`config.mk`:
```
export PLATFORM = sky130hd
export DESIGN_NAME = iopad_bank_ctrl_flat
export DESIGN_NICKNAME = d
export VERILOG_FILES = /design/src/rtl/iopad_bank_if.sv /design/src/rtl/iopad_bank_ctrl.sv /design/src/flat_wrapper.sv
export SDC_FILE = /design/constraint.sdc
export NUM_CORES = 1
export LEC_CHECK = 0
export ABC_AREA = 1
export BUFFER_PORTS_ARGS = -buffer_cell sky130_fd_sc_hd__buf_2
export CORE_MARGIN = 2
export CORE_UTILIZATION = 35
export DETAILED_ROUTE_END_ITERATION = 10
export SYNTH_ARGS = -nofsm -noshare
export SYNTH_HDL_FRONTEND = slang
export SYNTH_SLANG_ARGS = --single-unit
```
`constraint.sdc`:
```
create_clock -name clk -period 1.55 [get_ports clk]
set_clock_uncertainty 0.05 [all_clocks]
set_input_delay 0.31 -clock clk [delete_from_list [all_inputs] [get_ports clk]]
set_output_delay 0.31 -clock clk [all_outputs]
set_load 0.005 [all_outputs]
```
`src/rtl/iopad_bank_if.sv`:
```
`default_nettype none
// ============================================================================
//  Module   : iopad_bank_if
//  Purpose  : Bundle of register-file, core and pad-cell signals shared
//             between the pad-bank controller and its environment.
//  Modports : slave  - the pad-bank controller (drives the pad side)
//             master - register file / core / pad model (drives the requests)
//  Signals  : rf_oen, rf_ren, rf_filt_thr, core_dout, pad_c   (master -> slave)
//             pad_i, pad_oen, pad_ren, din, rise_pulse,
//             fall_pulse, stagger_busy                       (slave -> master)
//  Revision : 1.0 - initial release
// ============================================================================
interface iopad_bank_if #(
    parameter int NUM_PAD = 8,
    parameter int FILT_W  = 4
);
    logic [NUM_PAD-1:0] rf_oen;
    logic [NUM_PAD-1:0] rf_ren;
    logic [FILT_W-1:0]  rf_filt_thr;
    logic [NUM_PAD-1:0] core_dout;
    logic [NUM_PAD-1:0] pad_c;
    logic [NUM_PAD-1:0] pad_i;
    logic [NUM_PAD-1:0] pad_oen;
    logic [NUM_PAD-1:0] pad_ren;
    logic [NUM_PAD-1:0] din;
    logic [NUM_PAD-1:0] rise_pulse;
    logic [NUM_PAD-1:0] fall_pulse;
    logic               stagger_busy;

    modport master (
        output rf_oen, rf_ren, rf_filt_thr, core_dout, pad_c,
        input  pad_i, pad_oen, pad_ren, din, rise_pulse, fall_pulse, stagger_busy
    );

    modport slave (
        input  rf_oen, rf_ren, rf_filt_thr, core_dout, pad_c,
        output pad_i, pad_oen, pad_ren, din, rise_pulse, fall_pulse, stagger_busy
    );
endinterface
`default_nettype wire

```
`src/rtl/iopad_bank_ctrl.sv`:
```
`default_nettype none
// ============================================================================
//  Module   : iopad_bank_ctrl
//  Purpose  : Control bank for NUM_PAD bidirectional pads. Registers output
//             data and pull enables, staggers output-enable turn-on one pad
//             per release, and conditions each pad C input with a
//             synchroniser plus a programmable glitch filter.
//  Ports    : clk    - bank clock
//             rst_n  - asynchronous active-low reset
//             bus    - iopad_bank_if.slave (register-file, core, pad signals)
//  Options  : IOPAD_EDGE_DET_EN - when defined, registered rise/fall strobes
//             on din are generated; otherwise both strobe outputs are 0.
//  Revision : 1.0 - initial release
// ============================================================================
module iopad_bank_ctrl #(
    parameter int NUM_PAD     = 8,
    parameter int SYNC_STAGES = 2,
    parameter int FILT_W      = 4,
    parameter int STAG_GAP    = 2
) (
    input  logic         clk,
    input  logic         rst_n,
    iopad_bank_if.slave  bus
);

    localparam int         C_GAP_W   = 4;
    localparam logic [3:0] C_GAP_VAL = C_GAP_W'(STAG_GAP);

    typedef enum logic [0:0] {
        S_IDLE = 1'b0,
        S_GAP  = 1'b1
    } stag_state_t;

    // ------------------------------------------------------------------
    // Output data and pull enable: plain one-cycle registered copies
    // ------------------------------------------------------------------
    logic [NUM_PAD-1:0] r_pad_i;
    logic [NUM_PAD-1:0] r_pad_ren;

    always_ff @(posedge clk or negedge rst_n) begin
        if (!rst_n) begin
            r_pad_i   <= '0;
            r_pad_ren <= '1;
        end else begin
            r_pad_i   <= bus.core_dout;
            r_pad_ren <= bus.rf_ren;
        end
    end

    // ------------------------------------------------------------------
    // Output-enable stagger
    // ------------------------------------------------------------------
    stag_state_t          r_state;
    stag_state_t          w_state_nxt;
    logic [C_GAP_W-1:0]   r_gap_cnt;
    logic [C_GAP_W-1:0]   w_gap_nxt;
    logic [NUM_PAD-1:0]   r_pad_oen;
    logic [NUM_PAD-1:0]   w_pend;
    logic [NUM_PAD-1:0]   w_pend_low;
    logic [NUM_PAD-1:0]   w_release;
    logic [NUM_PAD-1:0]   w_oen_nxt;

    // Pending set is rebuilt every cycle, so withdrawn requests vanish.
    assign w_pend     = ~bus.rf_oen & r_pad_oen;
    // Two's-complement trick isolates the lowest set bit.
    assign w_pend_low = w_pend & (~w_pend + NUM_PAD'(1));

    always_comb begin
        w_state_nxt = r_state;
        w_gap_nxt   = r_gap_cnt;
        w_release   = '0;
        case (r_state)
            S_IDLE: begin
                if (|w_pend) begin
                    w_release = w_pend_low;
                    // With no gap configured the FSM stays in IDLE and
                    // releases again on the following cycle.
                    if (STAG_GAP != 0) begin
                        w_state_nxt = S_GAP;
                        w_gap_nxt   = C_GAP_VAL;
                    end
                end
            end
            S_GAP: begin
                w_gap_nxt = r_gap_cnt - C_GAP_W'(1);
                if (r_gap_cnt <= C_GAP_W'(1)) begin
                    w_state_nxt = S_IDLE;
                end
            end
            default: begin
                w_state_nxt = S_IDLE;
                w_gap_nxt   = '0;
            end
        endcase
    end

    // Disables apply immediately in any state; the released pad always has
    // rf_oen=0, so it can never collide with a disable on the same bit.
    assign w_oen_nxt = (r_pad_oen | bus.rf_oen) & ~w_release;

    always_ff @(posedge clk or negedge rst_n) begin
        if (!rst_n) begin
            r_state   <= S_IDLE;
            r_gap_cnt <= '0;
            r_pad_oen <= '1;
        end else begin
            r_state   <= w_state_nxt;
            r_gap_cnt <= w_gap_nxt;
            r_pad_oen <= w_oen_nxt;
        end
    end

    // ------------------------------------------------------------------
    // Input synchroniser and glitch filter
    // ------------------------------------------------------------------
    logic [SYNC_STAGES-1:0][NUM_PAD-1:0] r_sync;
    logic [NUM_PAD-1:0]                  w_s;
    logic [NUM_PAD-1:0]                  r_din;
    logic [NUM_PAD-1:0]                  w_flip;
    logic [FILT_W-1:0]                   r_cnt     [NUM_PAD];
    logic [FILT_W-1:0]                   w_cnt_nxt [NUM_PAD];

    assign w_s = r_sync[SYNC_STAGES-1];

    // ">=" rather than "==" so that lowering the threshold below a running
    // count still lets the next mismatch cycle flip din.
    always_comb begin
        for (int k = 0; k < NUM_PAD; k++) begin
            w_flip[k]    = (w_s[k] != r_din[k]) && (r_cnt[k] >= bus.rf_filt_thr);
            w_cnt_nxt[k] = '0;
            if ((w_s[k] != r_din[k]) && !w_flip[k]) begin
                w_cnt_nxt[k] = r_cnt[k] + FILT_W'(1);
            end
        end
    end

    always_ff @(posedge clk or negedge rst_n) begin
        if (!rst_n) begin
            r_sync <= '0;
            r_din  <= '0;
            for (int k = 0; k < NUM_PAD; k++) begin
                r_cnt[k] <= '0;
            end
        end else begin
            r_sync <= {r_sync[SYNC_STAGES-2:0], bus.pad_c};
            r_din  <= r_din ^ w_flip;
            for (int k = 0; k < NUM_PAD; k++) begin
                r_cnt[k] <= w_cnt_nxt[k];
            end
        end
    end

    // ------------------------------------------------------------------
    // Edge strobes, registered in step with din
    // ------------------------------------------------------------------
`ifdef IOPAD_EDGE_DET_EN
    logic [NUM_PAD-1:0] r_rise;
    logic [NUM_PAD-1:0] r_fall;

    always_ff @(posedge clk or negedge rst_n) begin
        if (!rst_n) begin
            r_rise <= '0;
            r_fall <= '0;
        end else begin
            r_rise <= w_flip & w_s;
            r_fall <= w_flip & ~w_s;
        end
    end

    assign bus.rise_pulse = r_rise;
    assign bus.fall_pulse = r_fall;
`else
    assign bus.rise_pulse = '0;
    assign bus.fall_pulse = '0;
`endif

    // ------------------------------------------------------------------
    // Outputs
    // ------------------------------------------------------------------
    assign bus.pad_i        = r_pad_i;
    assign bus.pad_ren      = r_pad_ren;
    assign bus.pad_oen      = r_pad_oen;
    assign bus.din          = r_din;
    assign bus.stagger_busy = (r_state == S_GAP) | (|w_pend);

endmodule
`default_nettype wire

```
`src/flat_wrapper.sv`:
```
// flat-port wrapper written by rule: the top's interface ports become plain ports
module iopad_bank_ctrl_flat 
#(
    parameter int NUM_PAD     = 8,
    parameter int SYNC_STAGES = 2,
    parameter int FILT_W      = 4,
    parameter int STAG_GAP    = 2
)
  (clk, rst_n, bus_rf_oen, bus_rf_ren, bus_rf_filt_thr, bus_core_dout, bus_pad_c, bus_pad_i, bus_pad_oen, bus_pad_ren, bus_din, bus_rise_pulse, bus_fall_pulse, bus_stagger_busy);
  iopad_bank_if #(.NUM_PAD(NUM_PAD), .FILT_W(FILT_W)) bus_i ();
  input  logic clk;
  input  logic rst_n;
  input wire logic [$bits(bus_i.rf_oen)-1:0] bus_rf_oen;
  input wire logic [$bits(bus_i.rf_ren)-1:0] bus_rf_ren;
  input wire logic [$bits(bus_i.rf_filt_thr)-1:0] bus_rf_filt_thr;
  input wire logic [$bits(bus_i.core_dout)-1:0] bus_core_dout;
  input wire logic [$bits(bus_i.pad_c)-1:0] bus_pad_c;
  output wire logic [$bits(bus_i.pad_i)-1:0] bus_pad_i;
  output wire logic [$bits(bus_i.pad_oen)-1:0] bus_pad_oen;
  output wire logic [$bits(bus_i.pad_ren)-1:0] bus_pad_ren;
  output wire logic [$bits(bus_i.din)-1:0] bus_din;
  output wire logic [$bits(bus_i.rise_pulse)-1:0] bus_rise_pulse;
  output wire logic [$bits(bus_i.fall_pulse)-1:0] bus_fall_pulse;
  output wire logic [$bits(bus_i.stagger_busy)-1:0] bus_stagger_busy;
  assign bus_i.rf_oen = bus_rf_oen;
  assign bus_i.rf_ren = bus_rf_ren;
  assign bus_i.rf_filt_thr = bus_rf_filt_thr;
  assign bus_i.core_dout = bus_core_dout;
  assign bus_i.pad_c = bus_pad_c;
  assign bus_pad_i = bus_i.pad_i;
  assign bus_pad_oen = bus_i.pad_oen;
  assign bus_pad_ren = bus_i.pad_ren;
  assign bus_din = bus_i.din;
  assign bus_rise_pulse = bus_i.rise_pulse;
  assign bus_fall_pulse = bus_i.fall_pulse;
  assign bus_stagger_busy = bus_i.stagger_busy;
  iopad_bank_ctrl #(.NUM_PAD(NUM_PAD), .SYNC_STAGES(SYNC_STAGES), .FILT_W(FILT_W), .STAG_GAP(STAG_GAP)) u_core (.clk(clk), .rst_n(rst_n), .bus(bus_i));
endmodule
```
---- Word level (Yosys, flattened, before mapping) ----
Index checks and enable logic that the tools add are counted.
word-level totals
  register bits after elaboration ......... 85
  input bits .............................. 38
  output and inout bits ................... 49
cells by class
  bitwise gates (word level) .............. 10
  muxes and demuxes ....................... 15
  reductions and logical operators ........ 25
  equality and inequality tests ........... 9
  $add $sub $neg .......................... 10
  order comparisons ....................... 9
operators by type and width
  operator                                             count
  two-way mux 4 bit                                    9
  adder 4 x 1 -> 4 bit, second input constant          8
  greater-or-equal comparator 4 bit                    8
  AND 8 bit                                            3
  NOT 8 bit                                            3
  logical AND 1 bit                                    16
  two-way mux 8 bit                                    2
  adder 8 x 1 -> 8 bit, second input constant          1
  logical NOT 1 bit                                    8
  != test 1 bit                                        8
  OR 8 bit                                             1
  one-hot mux 4 bit (2 select lines)                   1
  OR reduction 8 bit                                   1
  XOR 8 bit                                            1
  <= comparator 4 x 1 -> 1 bit, second input constant  1
  subtractor 4 x 1 -> 4 bit, second input constant     1
  two-way mux 1 bit                                    2
  != test 2 x 1 -> 1 bit, second input constant        1
  one-hot mux 1 bit (2 select lines)                   1
  NOT 1 bit                                            1
  OR 1 bit                                             1

---- Longest topological paths before layout ----
  word-level depth ........................ 9
  mapped depth ............................ 8
  mapped depth without buffers ............ 8

---- Least setup slack after synthesis ----
OpenSTA, ideal clock, no wires.
  path type ............................... input-to-reg
  start point ............................. input bus_rf_filt_thr[3]
  end point ............................... register u_core.r_cnt[10] (netlist bit)
  slack ................................... 0.202 ns
  stages .................................. 5
  library setup time ...................... 0.074 ns
  data arrival time ....................... 1.224 ns
  cells stage by stage .................... inv_1 ha_1 a21oi_1 nand4_1 nor2_1
RTL lines
  what                             RTL line                text
  from (decl)                      flat_wrapper.sv:15      input wire logic [$bits(bus_i.rf_filt_thr)-1:0] bus_rf_filt_thr;
  to (signal, indexed assignment)  iopad_bank_ctrl.sv:148  r_cnt[k] <= w_cnt_nxt[k];
  to (decl)                        iopad_bank_ctrl.sv:120  logic [FILT_W-1:0] r_cnt [NUM_PAD];

---- Worst setup path after layout ----
  start point ............................. register u_core.r_pad_oen[2], in the netlist u_core.bus.pad_oen[2]
  end point ............................... output bus_stagger_busy
on the way
  word-level cells in the longest chain between the ends .. 3
RTL lines
  what                    RTL line                text
  from (decl)             iopad_bank_ctrl.sv:57   logic [NUM_PAD-1:0] r_pad_oen;
  from (signal assigned)  iopad_bank_ctrl.sv:109  r_pad_oen <= w_oen_nxt;
  AND 8 bit               iopad_bank_ctrl.sv:64   assign w_pend = ~bus.rf_oen & r_pad_oen;
  OR reduction 8 bit      iopad_bank_ctrl.sv:184  assign bus.stagger_busy = (r_state == S_GAP) | (|w_pend);
  OR 1 bit                iopad_bank_ctrl.sv:184
  to (decl)               flat_wrapper.sv:24      output wire logic [$bits(bus_i.stagger_busy)-1:0] bus_stagger_busy;
No other way between the ends.

==> summary.txt <==
Status
  – Outcome: finished with violations
  – Failing checks: setup timing

GRT
  – Largest net degree at the start of global routing: 37
  – First-pass GRT wire length: 13.1 mm
  – Antenna violations before repair: 0
  – Vias in the first global route: between 2,000 and 3,000
  – Total GRT Usage: a little over an eighth
  – GRT Residual Overflow: 0

STA
  – Final setup vio count: 1
  – RSZ-0062 raised after global routing: true
  – FMAX: 0.618 GHz
  – Final period util: 104%
  – Worst Setup Slack, final: -66.9 ps
  – Slew Viols, Final: 0
  – Final Hold Fails: 0
  – Period minus WS final: approximately 1600 ps

Power and ir drop
  – Comb pwr share: between 20% and 30%
  – Pleak: ~2.6 nW
  – Power Density: about 1400 nW/µm²
  – Pwr Total: between 7 and 8 mW
  – Clock network power share: 28.7%
  – Pint: 4.83 mW
  – Sequential Power Share: between 40 and 50%
  – Switching share of power: between 30% and 40%
  – NetSw: ~2.4 mW
  – Max VDD drop: ~0.87 mV

Cells and area
  – Layout cells sized above 1: a little under a third
  – Commonest non-fill, non-tap cell in the layout: dfrtp_1
  – Area grow syn2layout: 24.8%
  – Final #Nets: roughly 570
  – Most frequent cells in the layout: dfrtp_1, buf_2, inv_1, nor2_1, ha_1
  – Fillers: about 1,100
  – Ant diodes: 0

Clock network
  – Worst-path clk slew: 60 ps
  – TritonCTS Buffers: 9
  – TritonCTS clock tree: done
  – H-tree Lvls: 3
  – Clock Sinks: between 80 and 90
  – Worst skew pair latency: 330 ps
  – CTS Buffer Depth: 2
  – Root Driver: clkbuf_16

Floorplan
  – Die width: ~110 µm
  – Row cnt: 39
  – Num ports: a little under 90
  – Core ar.: ~11,000 µm²
  – Initial Utilization: 35.8%
  – Die Area: roughly 13,000 µm²
  – Die H: ~110 µm

Min path
  – HP Class: input port to register

Synth
  – Post-synth top area share: a little over two fifths
  – Post-synth top area cell: dfrtp_1
  – Post-Synthesis Cell Area: between 4000 and 5000 µm²
  – Sequential share of the synthesized area: a little over half
  – Top cells by area, synth: dfrtp_1, ha_1, dfstp_2
  – Distinct cells, synth: 27
  – Syn avg cell area: around 11 µm²
  – Cells after Synth: just under 400
  – Register bit total from synthesis: 85
  – Yosys warns: 0

Run
  – Max cap viols: 0

Route
  – Routed via count: slightly below 3,000
  – DR top layer: met4
  – Met1 wire length: approximately 3.3 mm
  – Avg WL per Cell: ~12 µm
  – Met2 Wirelength: around 3.7 mm
  – Routed vias/inst: approximately 4.6
  – DRT iter0 DRCs: 71
  – Remaining DRCs: 0
  – Drt first pass iters: 4
  – Final ANT Viol Nets: 0
  – Met3 Wirelength: 570 µm
  – Final wirelength: 7.58 mm

Setup path
  – Peak fanout along the critical path: 4
  – CP Launch Type: register
  – Crit path top cell by count: nand2_2
  – Worst path slowest cell: dfstp_2
  – Element type at the critical path end: output port
  – Worst Path Required: between 1000 and 1500 ps
  – Critical-path cell list: nand2_2 -> nand2_2 -> nor2_4 -> nand3_2 -> buf_6
  – WS Path Type: register to output port
  – Bufs and invs on worst path: 1
  – Max incr delay on CP: 540 ps
  – Crit path max-delay family: flip-flops
  – Arrival @ worst endpoint: between 1000 and 1500 ps

Placement
  – Port bufs: 70
  – Final HPWL DP: between 5 and 6 mm
  – Setup WS pre-CTS: -255 ps
  – RePlAce Congestion: ~0.77
## final cells by class
| class | instances | area [µm²] | area share (%) |
|---|---|---|---|
| Clock buffer | 13 | 270 | 5.32 |
| Clock inverter | 3 | 20.0 | 0.394 |
| Inverter | 47 | 180 | 3.55 |
| Multi-Input combinational cell | 253 | 1720 | 33.9 |
| Sequential cell | 85 | 2150 | 42.3 |
| Tap cell | 143 | 179 | 3.52 |
| Timing Repair Buffer | 93 | 562 | 11.1 |
## state kept, by name, indices dropped and copies added (netlist names), named ones only
register / cells
u_core.bus.pad_i: 8
u_core.bus.pad_oen: 8
u_core.bus.pad_ren: 8
u_core.r_cnt: 32
u_core.r_gap_cnt: 4
u_core.r_state: 1
u_core.r_sync: 8
u_core.w_s: 8
## final timing paths
| kind | startpoint | to | slack, ps | cells past startpoint |
|---|---|---|---|---|
| max | u_core.bus.pad_oen[2] | bus_stagger_busy | -70 | 5 |
| min in group asynchronous | rst_n | u_core.r_gap_cnt[1] | 380 | 2 |
| max in group asynchronous | rst_n | u_core.bus.pad_oen[0] | 510 | 3 |
| min reg2reg | u_core.r_sync[3] | u_core.w_s[3] | 300 | 0 |
| min | bus_rf_ren[2] | u_core.bus.pad_ren[2] | 20 | 1 |
| max reg2reg | u_core.r_cnt[15] | u_core.r_cnt[15] | 90 | 4 |
## per-layer routing
| metal | track usage (%) | vias up |
|---|---|---|
| met5 | 0 | - |
| li1 | - | 1451 |
| met4 | 3.13 | 0 |
| met3 | 6.04 | 6 |
| met1 | 15.2 | 1369 |
| met2 | 22.3 | 81 |
## worst register-to-register path: stages (launching register included)
cell     delay, ps
dfrtp_1        400
ha_1           320
a21oi_1        230
nand4_1        230
nor2_1         150
## cells by family after synthesis
logic type                 Yosys count  share of synthesized area, %
AOI/OAI and AO/OA                   21                          3.35
xor gates and xnor gates            26                          5.60
adders and majority gates           42                          12.9
buffers and inverters               63                          7.29
DFF                                 85                          52.8
other                                1                        0.0922
and+or+nand+nor                    148                          18.0
## timing repair
action                                  4_1_cts  5_1_grt
buffers inserted                             15        3
gates resized for setup                       3        8
pin swaps                                    10        8
hold buffers                                  1        1
endpoints found under the setup margin        1        6
hold endpoints to repair                     19        1
cloned                                        0        0
## stage by stage
step                      utilization, %  hold WS, ps  cell area, µm²  std cells  setup TNS [ps]
after floorplan                        -        -35.6            4120        401               0
after global placement              40.3          209            4580        601           -5140
after detailed placement            40.3          208            4580        601           -7330
after CTS                           44.0         3.93            5010        633           -75.2
after global routing                44.7         1.55            5080        637            -125
final                               44.7         18.9            5080        637           -66.9
## synthesized netlist by cell type (all sizes together)
| cell type | n |
|---|---|
| clkinv | 1 |
| conb | 1 |
| nand2 | 43 |
| ha | 42 |
| buf | 16 |
| nand4 | 27 |
| nand3b | 1 |
| nand3 | 28 |
| inv | 46 |
| o21ai | 3 |
| xor2 | 18 |
| dfrtp | 69 |
| or2 | 1 |
| nor2 | 45 |
| xnor2 | 8 |
| o21bai | 8 |
| dfstp | 16 |
| nor3 | 3 |
| a21oi | 10 |
## power by group through the flow
stage / clock (mW) / combinational (mW) / sequential, mW
floorplan: 0 / 1.37 / 3.05
global placement: 0 / 1.85 / 3.09
detailed placement: 0 / 1.94 / 3.11
CTS: 2.13 / 2.04 / 3.06
global route: 2.22 / 2.41 / 3.14
finish: 2.06 / 2.06 / 3.07
Note: power is estimated with default switching activity, not from simulation.
